`src/rtl/ex_muldiv_seq.sv`:
```
// ex_muldiv_seq: RV32M multiply/divide sequencer next to the EX stage.
// Latency: NB_WORD+1 cycles from accept to o_valid. Divide-by-zero and signed overflow finish in 1 cycle.
// Backpressure: o_busy stalls EX while an operation is accepted or in progress. Only one operation runs at a time.
//
// Ports:
//   i_clock   - clock; all state changes on the rising edge
//   i_reset   - synchronous active-low reset
//   i_valid   - start request. Ignored unless idle; ignored if i_flush is high.
//   i_funct3  - 0 MUL, 1 MULH, 2 MULHSU, 3 MULHU, 4 DIV, 5 DIVU, 6 REM, 7 REMU
//   i_op1     - rs1 value (dividend / multiplicand)
//   i_op2     - rs2 value (divisor / multiplier)
//   i_flush   - abort any operation in flight and suppress its result pulse
//   o_busy    - stall request to hazard logic
//   o_valid   - one-cycle result pulse
//   o_result  - result during the pulse; holds the last result between pulses
module ex_muldiv_seq #(
  parameter int NB_WORD = 32,
  parameter int NB_CNT  = 6
) (
  input  logic               i_clock,
  input  logic               i_reset,
  input  logic               i_valid,
  input  logic [2:0]         i_funct3,
  input  logic [NB_WORD-1:0] i_op1,
  input  logic [NB_WORD-1:0] i_op2,
  input  logic               i_flush,
  output logic               o_busy,
  output logic               o_valid,
  output logic [NB_WORD-1:0] o_result
);

  localparam int NB_ACC = 2 * NB_WORD;

  typedef enum logic [1:0] {
    ST_IDLE = 2'd0,
    ST_CALC = 2'd1,
    ST_DONE = 2'd2
  } state_t;

  // State. acc_q is shared by both algorithms.
  //   Multiply: {partial product high, multiplier being shifted out / product low}.
  //   Divide:   {partial remainder, dividend being shifted out / quotient}.
  // opd_q holds the multiplicand magnitude for multiply and the divisor magnitude for divide.
  state_t              state_q,   state_d;
  logic [NB_CNT-1:0]   cnt_q,     cnt_d;
  logic [2:0]          funct3_q,  funct3_d;
  logic [NB_WORD-1:0]  opd_q,     opd_d;
  logic [NB_ACC-1:0]   acc_q,     acc_d;
  logic                neg_q,     neg_d;      // negate product / quotient
  logic                neg_rem_q, neg_rem_d;  // remainder follows dividend sign
  logic [NB_WORD-1:0]  result_q,  result_d;

  // ---------------------------------------------------------------------------
  // Operand decode at accept time
  // ---------------------------------------------------------------------------
  logic               op1_signed, op2_signed;
  logic               s1, s2;
  logic [NB_WORD-1:0] mag1, mag2;
  logic               is_div_in;
  logic               div_zero;
  logic               div_ovf;
  logic               accept;

  always_comb begin
    op1_signed = 1'b0;
    op2_signed = 1'b0;
    unique case (i_funct3)
      3'd0, 3'd1, 3'd4, 3'd6: begin
        op1_signed = 1'b1;
        op2_signed = 1'b1;
      end
      3'd2: op1_signed = 1'b1;
      default: ;
    endcase
  end

  assign s1        = op1_signed & i_op1[NB_WORD-1];
  assign s2        = op2_signed & i_op2[NB_WORD-1];
  assign mag1      = s1 ? -i_op1 : i_op1;
  assign mag2      = s2 ? -i_op2 : i_op2;
  assign is_div_in = i_funct3[2];
  assign div_zero  = is_div_in && (i_op2 == '0);
  // Only DIV/REM (funct3 4 or 6) can overflow: most-negative / -1.
  assign div_ovf   = is_div_in && !i_funct3[0]
                     && (i_op1 == {1'b1, {(NB_WORD-1){1'b0}}})
                     && (i_op2 == {NB_WORD{1'b1}});
  assign accept    = (state_q == ST_IDLE) && i_valid && !i_flush;

  // ---------------------------------------------------------------------------
  // One iteration of each datapath
  // ---------------------------------------------------------------------------
  // Shift-add multiply, LSB first.
  // The carry out of the high-half add becomes the new MSB after the right shift.
  logic [NB_WORD:0]  mul_sum;
  logic [NB_ACC-1:0] mul_next;

  assign mul_sum  = {1'b0, acc_q[NB_ACC-1:NB_WORD]}
                    + (acc_q[0] ? {1'b0, opd_q} : {(NB_WORD+1){1'b0}});
  assign mul_next = {mul_sum, acc_q[NB_WORD-1:1]};

  // Restoring divide, MSB first.
  // The trial subtraction is one bit wider than the word.
  // Bit NB_WORD of the difference is the borrow, so no-borrow means the divisor fits.
  logic [NB_WORD:0]  div_diff;
  logic              div_fits;
  logic [NB_ACC-1:0] div_next;

  assign div_diff = acc_q[NB_ACC-1:NB_WORD-1] - {1'b0, opd_q};
  assign div_fits = !div_diff[NB_WORD];
  assign div_next = div_fits ? {div_diff[NB_WORD-1:0], acc_q[NB_WORD-2:0], 1'b1}
                             : {acc_q[NB_ACC-2:0], 1'b0};

  // ---------------------------------------------------------------------------
  // Sign correction and result select (used in DONE)
  // ---------------------------------------------------------------------------
  logic [NB_ACC-1:0]  prod_fix;
  logic [NB_WORD-1:0] quot_fix;
  logic [NB_WORD-1:0] rem_fix;
  logic [NB_WORD-1:0] final_res;

  assign prod_fix = neg_q     ? -acc_q : acc_q;
  assign quot_fix = neg_q     ? -acc_q[NB_WORD-1:0] : acc_q[NB_WORD-1:0];
  assign rem_fix  = neg_rem_q ? -acc_q[NB_ACC-1:NB_WORD] : acc_q[NB_ACC-1:NB_WORD];

  always_comb begin
    final_res = '0;
    unique case (funct3_q)
      3'd0:             final_res = prod_fix[NB_WORD-1:0];
      3'd1, 3'd2, 3'd3: final_res = prod_fix[NB_ACC-1:NB_WORD];
      3'd4, 3'd5:       final_res = quot_fix;
      default:          final_res = rem_fix;
    endcase
  end

  // ---------------------------------------------------------------------------
  // Outputs
  // ---------------------------------------------------------------------------
  // The result is shown combinationally during DONE, so that a flush in that
  // same cycle can still hide it.
  // result_q captures it at the end of DONE for the hold value.
  assign o_valid  = i_reset && (state_q == ST_DONE) && !i_flush;
  assign o_busy   = i_reset && ((state_q == ST_CALC) || accept);
  assign o_result = o_valid ? final_res : result_q;

  // ---------------------------------------------------------------------------
  // Next-state logic
  // ---------------------------------------------------------------------------
  always_comb begin
    state_d   = state_q;
    cnt_d     = cnt_q;
    funct3_d  = funct3_q;
    opd_d     = opd_q;
    acc_d     = acc_q;
    neg_d     = neg_q;
    neg_rem_d = neg_rem_q;
    result_d  = result_q;

    unique case (state_q)
      ST_IDLE: begin
        if (accept) begin
          funct3_d = i_funct3;
          cnt_d    = '0;
          if (div_zero) begin
            // Quotient is all ones; the remainder is the raw dividend.
            acc_d     = {i_op1, {NB_WORD{1'b1}}};
            neg_d     = 1'b0;
            neg_rem_d = 1'b0;
            state_d   = ST_DONE;
          end else if (div_ovf) begin
            // Quotient wraps to the dividend; the remainder is zero.
            acc_d     = {{NB_WORD{1'b0}}, i_op1};
            neg_d     = 1'b0;
            neg_rem_d = 1'b0;
            state_d   = ST_DONE;
          end else if (is_div_in) begin
            opd_d     = mag2;
            acc_d     = {{NB_WORD{1'b0}}, mag1};
            neg_d     = s1 ^ s2;
            neg_rem_d = s1;
            state_d   = ST_CALC;
          end else begin
            opd_d     = mag1;
            acc_d     = {{NB_WORD{1'b0}}, mag2};
            neg_d     = s1 ^ s2;
            neg_rem_d = 1'b0;
            state_d   = ST_CALC;
          end
        end
      end

      ST_CALC: begin
        if (i_flush) begin
          state_d = ST_IDLE;
        end else begin
          acc_d = funct3_q[2] ? div_next : mul_next;
          cnt_d = cnt_q + 1'b1;
          if (cnt_q == NB_CNT'(NB_WORD - 1)) begin
            state_d = ST_DONE;
          end
        end
      end

      ST_DONE: begin
        if (o_valid) begin
          result_d = final_res;
        end
        state_d = ST_IDLE;
      end

      default: state_d = ST_IDLE;
    endcase
  end

  always_ff @(posedge i_clock) begin
    if (!i_reset) begin
      state_q   <= ST_IDLE;
      cnt_q     <= '0;
      funct3_q  <= '0;
      opd_q     <= '0;
      acc_q     <= '0;
      neg_q     <= 1'b0;
      neg_rem_q <= 1'b0;
      result_q  <= '0;
    end else begin
      state_q   <= state_d;
      cnt_q     <= cnt_d;
      funct3_q  <= funct3_d;
      opd_q     <= opd_d;
      acc_q     <= acc_d;
      neg_q     <= neg_d;
      neg_rem_q <= neg_rem_d;
      result_q  <= result_d;
    end
  end

endmodule

```
`config.mk`:
```
export PLATFORM = sky130hd
export DESIGN_NAME = ex_muldiv_seq
export DESIGN_NICKNAME = d
export VERILOG_FILES = /design/src/rtl/ex_muldiv_seq.sv
export SDC_FILE = /design/constraint.sdc
export NUM_CORES = 1
export LEC_CHECK = 0
export BUFFER_PORTS_ARGS = -buffer_cell sky130_fd_sc_hd__buf_4
export CAP_MARGIN = 20
export CORE_ASPECT_RATIO = 1.4
export CORE_MARGIN = 2
export CORE_UTILIZATION = 38
export CTS_BUF_LIST = sky130_fd_sc_hd__clkbuf_4
export DETAILED_ROUTE_END_ITERATION = 10
export GPL_TIMING_DRIVEN = 0
export SETUP_SLACK_MARGIN = 0.2
export SLEW_MARGIN = 20
export SYNTH_ARGS = -nofsm -noshare
export SYNTH_HDL_FRONTEND = slang
export SYNTH_SLANG_ARGS = --single-unit
```
`constraint.sdc`:
```
create_clock -name i_clock -period 9.7 [get_ports i_clock]
set_input_delay 0.485 -clock i_clock [delete_from_list [all_inputs] [get_ports i_clock]]
set_output_delay 0.485 -clock i_clock [all_outputs]
set_load 0.05 [all_outputs]
```
==> key figures <==
Logic synthesis
  – Netlist cell types: 79
  – Post-synthesis sequential area ratio: 19.0%
  – Ys flop type: dfxtp_1
  – Warnings from Yosys: 0
  – Avg Inst Size Synth: 7.04 µm²
  – Cells after Synth: 2113
  – Number of flops mapped to enable cells by yosys: 0
  – Synth Register Bits: 141
  – Syn nets: 2256
  – Cell Area, Synth: around 15000 µm²
  – Ys async rst share: 0%

Worst setup path
  – CP Max Fanout: 10
  – Startpoint Class: flop
  – Critical Path AT: 5340 ps
  – CP Capture Type: output port
  – Worst R2R End: acc_q[39]$_SDFFE_PN0P_
  – CP Class: reg2out
  – R2R depth: 14
  – Flop-to-flop setup slack: a little over 5000 ps
  – FF-to-FF Start: acc_q[32]$_SDFFE_PN0P_
  – Worst EP required: 9220 ps

Clocking
  – Worst-Skew Late Latency: approximately 640 ps
  – Post-cts resize count: 0
  – CTS H-tree depth: 4
  – Clock root buffer: clkbuf_4
  – Clock Pin Slew Worst Setup and Hold Paths: 140 ps
  – Clock sinks: 141
  – CTS buffer count: 17
  – Postcts setup bufs: 0
  – CTS tree: built
  – Clock Path Buffers: 2
  – Hold-fix buffers, CTS: 0

Job
  – Max-cap violations: 0

Timing
  – Sum of negative setup slack: 0 ps
  – F_max: around 170 MHz
  – Fin. Hold Viols: 0
  – Max Slew Vio Count: 0
  – Final clock skew: 24.9 ps
  – Final Cycle Share: 60.0%
  – Fin Hold WS: 187 ps
  – RSZ-0062 raised after global routing: false
  – Fin worst setup slack: 3880 ps
  – Worst-margin pin slew: 1080 ps
  – Min cycle time layout: just under 6000 ps
  – Relative slew slack: 27.3%
  – # setup viols final: 0

Final layout
  – Layout overhead on the synthesized area: 11.5%
  – Ratio of cells with drive above 1 in the final layout: 8.72%
  – Commonest non-fill, non-tap cell in the layout: nand2_1
  – Most frequent cells in the layout: nand2_1, a21oi_1, nor2_1
  – Final Net Count: ~2400
  – Post-route cell area: 16600 µm²

Drt
  – Via count: 17200
  – Post-DR wirelength/cell: 25.6 µm
  – Initial DRC Count: 1719
  – DRT antenna net count: 0
  – Final WL: 70900 µm
  – Vias/cell: 6.21
  – Drc violations: 0
  – TritonRoute pass-1 iters: 7

Power
  – Pwr Total: 2010 µW
  – Leak: about 0.0063 µW
  – PwrDens: 121 nW/µm²
  – Peak supply drop: 0.0603 mV

GRT
  – GRT Total Usage: 34.7%
  – Vias in the first global route: 16600
  – First-pass GRT wire length: 105000 µm
  – Largest net degree at the start of global routing: 17
  – Initial antenna violation count: 4
  – Global route total overflow: 0

Floorplan
  – CORE AREA: 38500 µm²
  – Overall die height: 238 µm
  – Starting Density: 38.6%
  – DIE WIDTH: 171 µm
  – Placement row count: 85
  – I/O pins: ~110
  – Die area: 40800 µm²

Min path
  – Worst hold stages: 3
  – Hold Crit Endpoint: funct3_q[0]$_SDFFE_PN0P_
  – Worst hold start: i_funct3[0]
  – Tightest Hold Check Type: in2reg

Status
  – Status: complete, no violations

Place
  – Placed inst area: 16300 µm²
  – IO buf count: 102
  – Pre-CTS setup slack: roughly 4700 ps
  – Hpwl dp: 57200 µm
  – RD Place Congestion: 1.03
worst max-delay path, cell delays in order (launching register included):
cell      delay, ps
dfxtp_1         460
inv_1           260
clkbuf_1        660
ha_1            290
or3b_1          400
or4_1           410
clkbuf_1        210
nor3_1          280
nand3_1         380
o21ai_0         350
xnor2_1          90
a221oi_1        580
a21o_1          140
buf_4           190
worst max path at each step:
stage	startpoint	end	slack, ps	cells after the start
after detailed placement	acc_q[0]$_SDFFE_PN0P_	o_result[10]	4670	13
after global placement	acc_q[0]$_SDFFE_PN0P_	o_result[10]	4660	13
final	acc_q[0]$_SDFFE_PN0P_	o_result[10]	3880	13
after global routing	acc_q[0]$_SDFFE_PN0P_	o_result[10]	3580	13
after CTS	acc_q[0]$_SDFFE_PN0P_	o_result[10]	3950	13
after floorplan	acc_q[0]$_SDFFE_PN0P_	o_result[14]	5370	12
layer usage:
layer | vias to the layer above | global-route usage, % | wire (µm)
li1 | 7885 | - | -
met1 | 8189 | 41.0 | 27100
met2 | 875 | 56.2 | 32400
met3 | 252 | 5.46 | 5290
met4 | 2 | 25.9 | 6080
met5 | - | 0 | 13
stage by stage:
step	std cells	utilization, %
floorplan	2113	-
global placement	2737	42.3
detailed placement	2738	42.4
CTS	2769	43.0
global route	2771	43.1
finish	2771	43.1
synthesized netlist by cell type, drive strengths merged, types with 27 or more instances:
cell / number / area (µm²)
nand2: 251 / 945
a21oi: 177 / 886
o21ai: 175 / 876
nor2: 173 / 649
clkbuf: 145 / 544
dfxtp: 141 / 2820
xnor2: 114 / 998
xor2: 87 / 762
ha: 70 / 876
inv: 64 / 240
o211ai: 56 / 420
nand3: 55 / 275
mux2i: 46 / 460
nor3: 37 / 185
a21o: 36 / 270
o31ai: 36 / 298
a21boi: 32 / 240
and2: 30 / 188
a31oi: 27 / 169
power by group:
| part | leakage (µW) | internal (µW) | switching (µW) |
|---|---|---|---|
| clock | 0.000143 | 131 | 266 |
| sequential | 0.00115 | 609 | 48.2 |
| combinational | 0.00502 | 331 | 628 |
area by class of cell:
type,count,area [µm²]
tap,522,653
clock inverter,14,136
fill,4205,21900
buffer,165,647
timing repair buffer,103,771
clock buffer,17,128
antenna,2,5.00
multi-input combinational,1743,11200
sequential,141,2820
inverter,64,240
cells by family after synthesis:
kind of cell	Yosys count	share of synthesized area, %
simple gates	722	23.4
buf+inv	229	5.96
xor+xnor	201	11.8
compound gates	691	29.8
mux	57	3.93
fa+ha+maj	72	6.16
flops	141	19.0
sequential cells by signal (all words and copies together), names as in the netlist:
name	count
cnt_q	6
neg_q	1
neg_rem_q	1
funct3_q	3
state_q	2
result_q	32
opd_q	32
acc_q	64
Note: power is estimated with default switching activity, not from simulation.
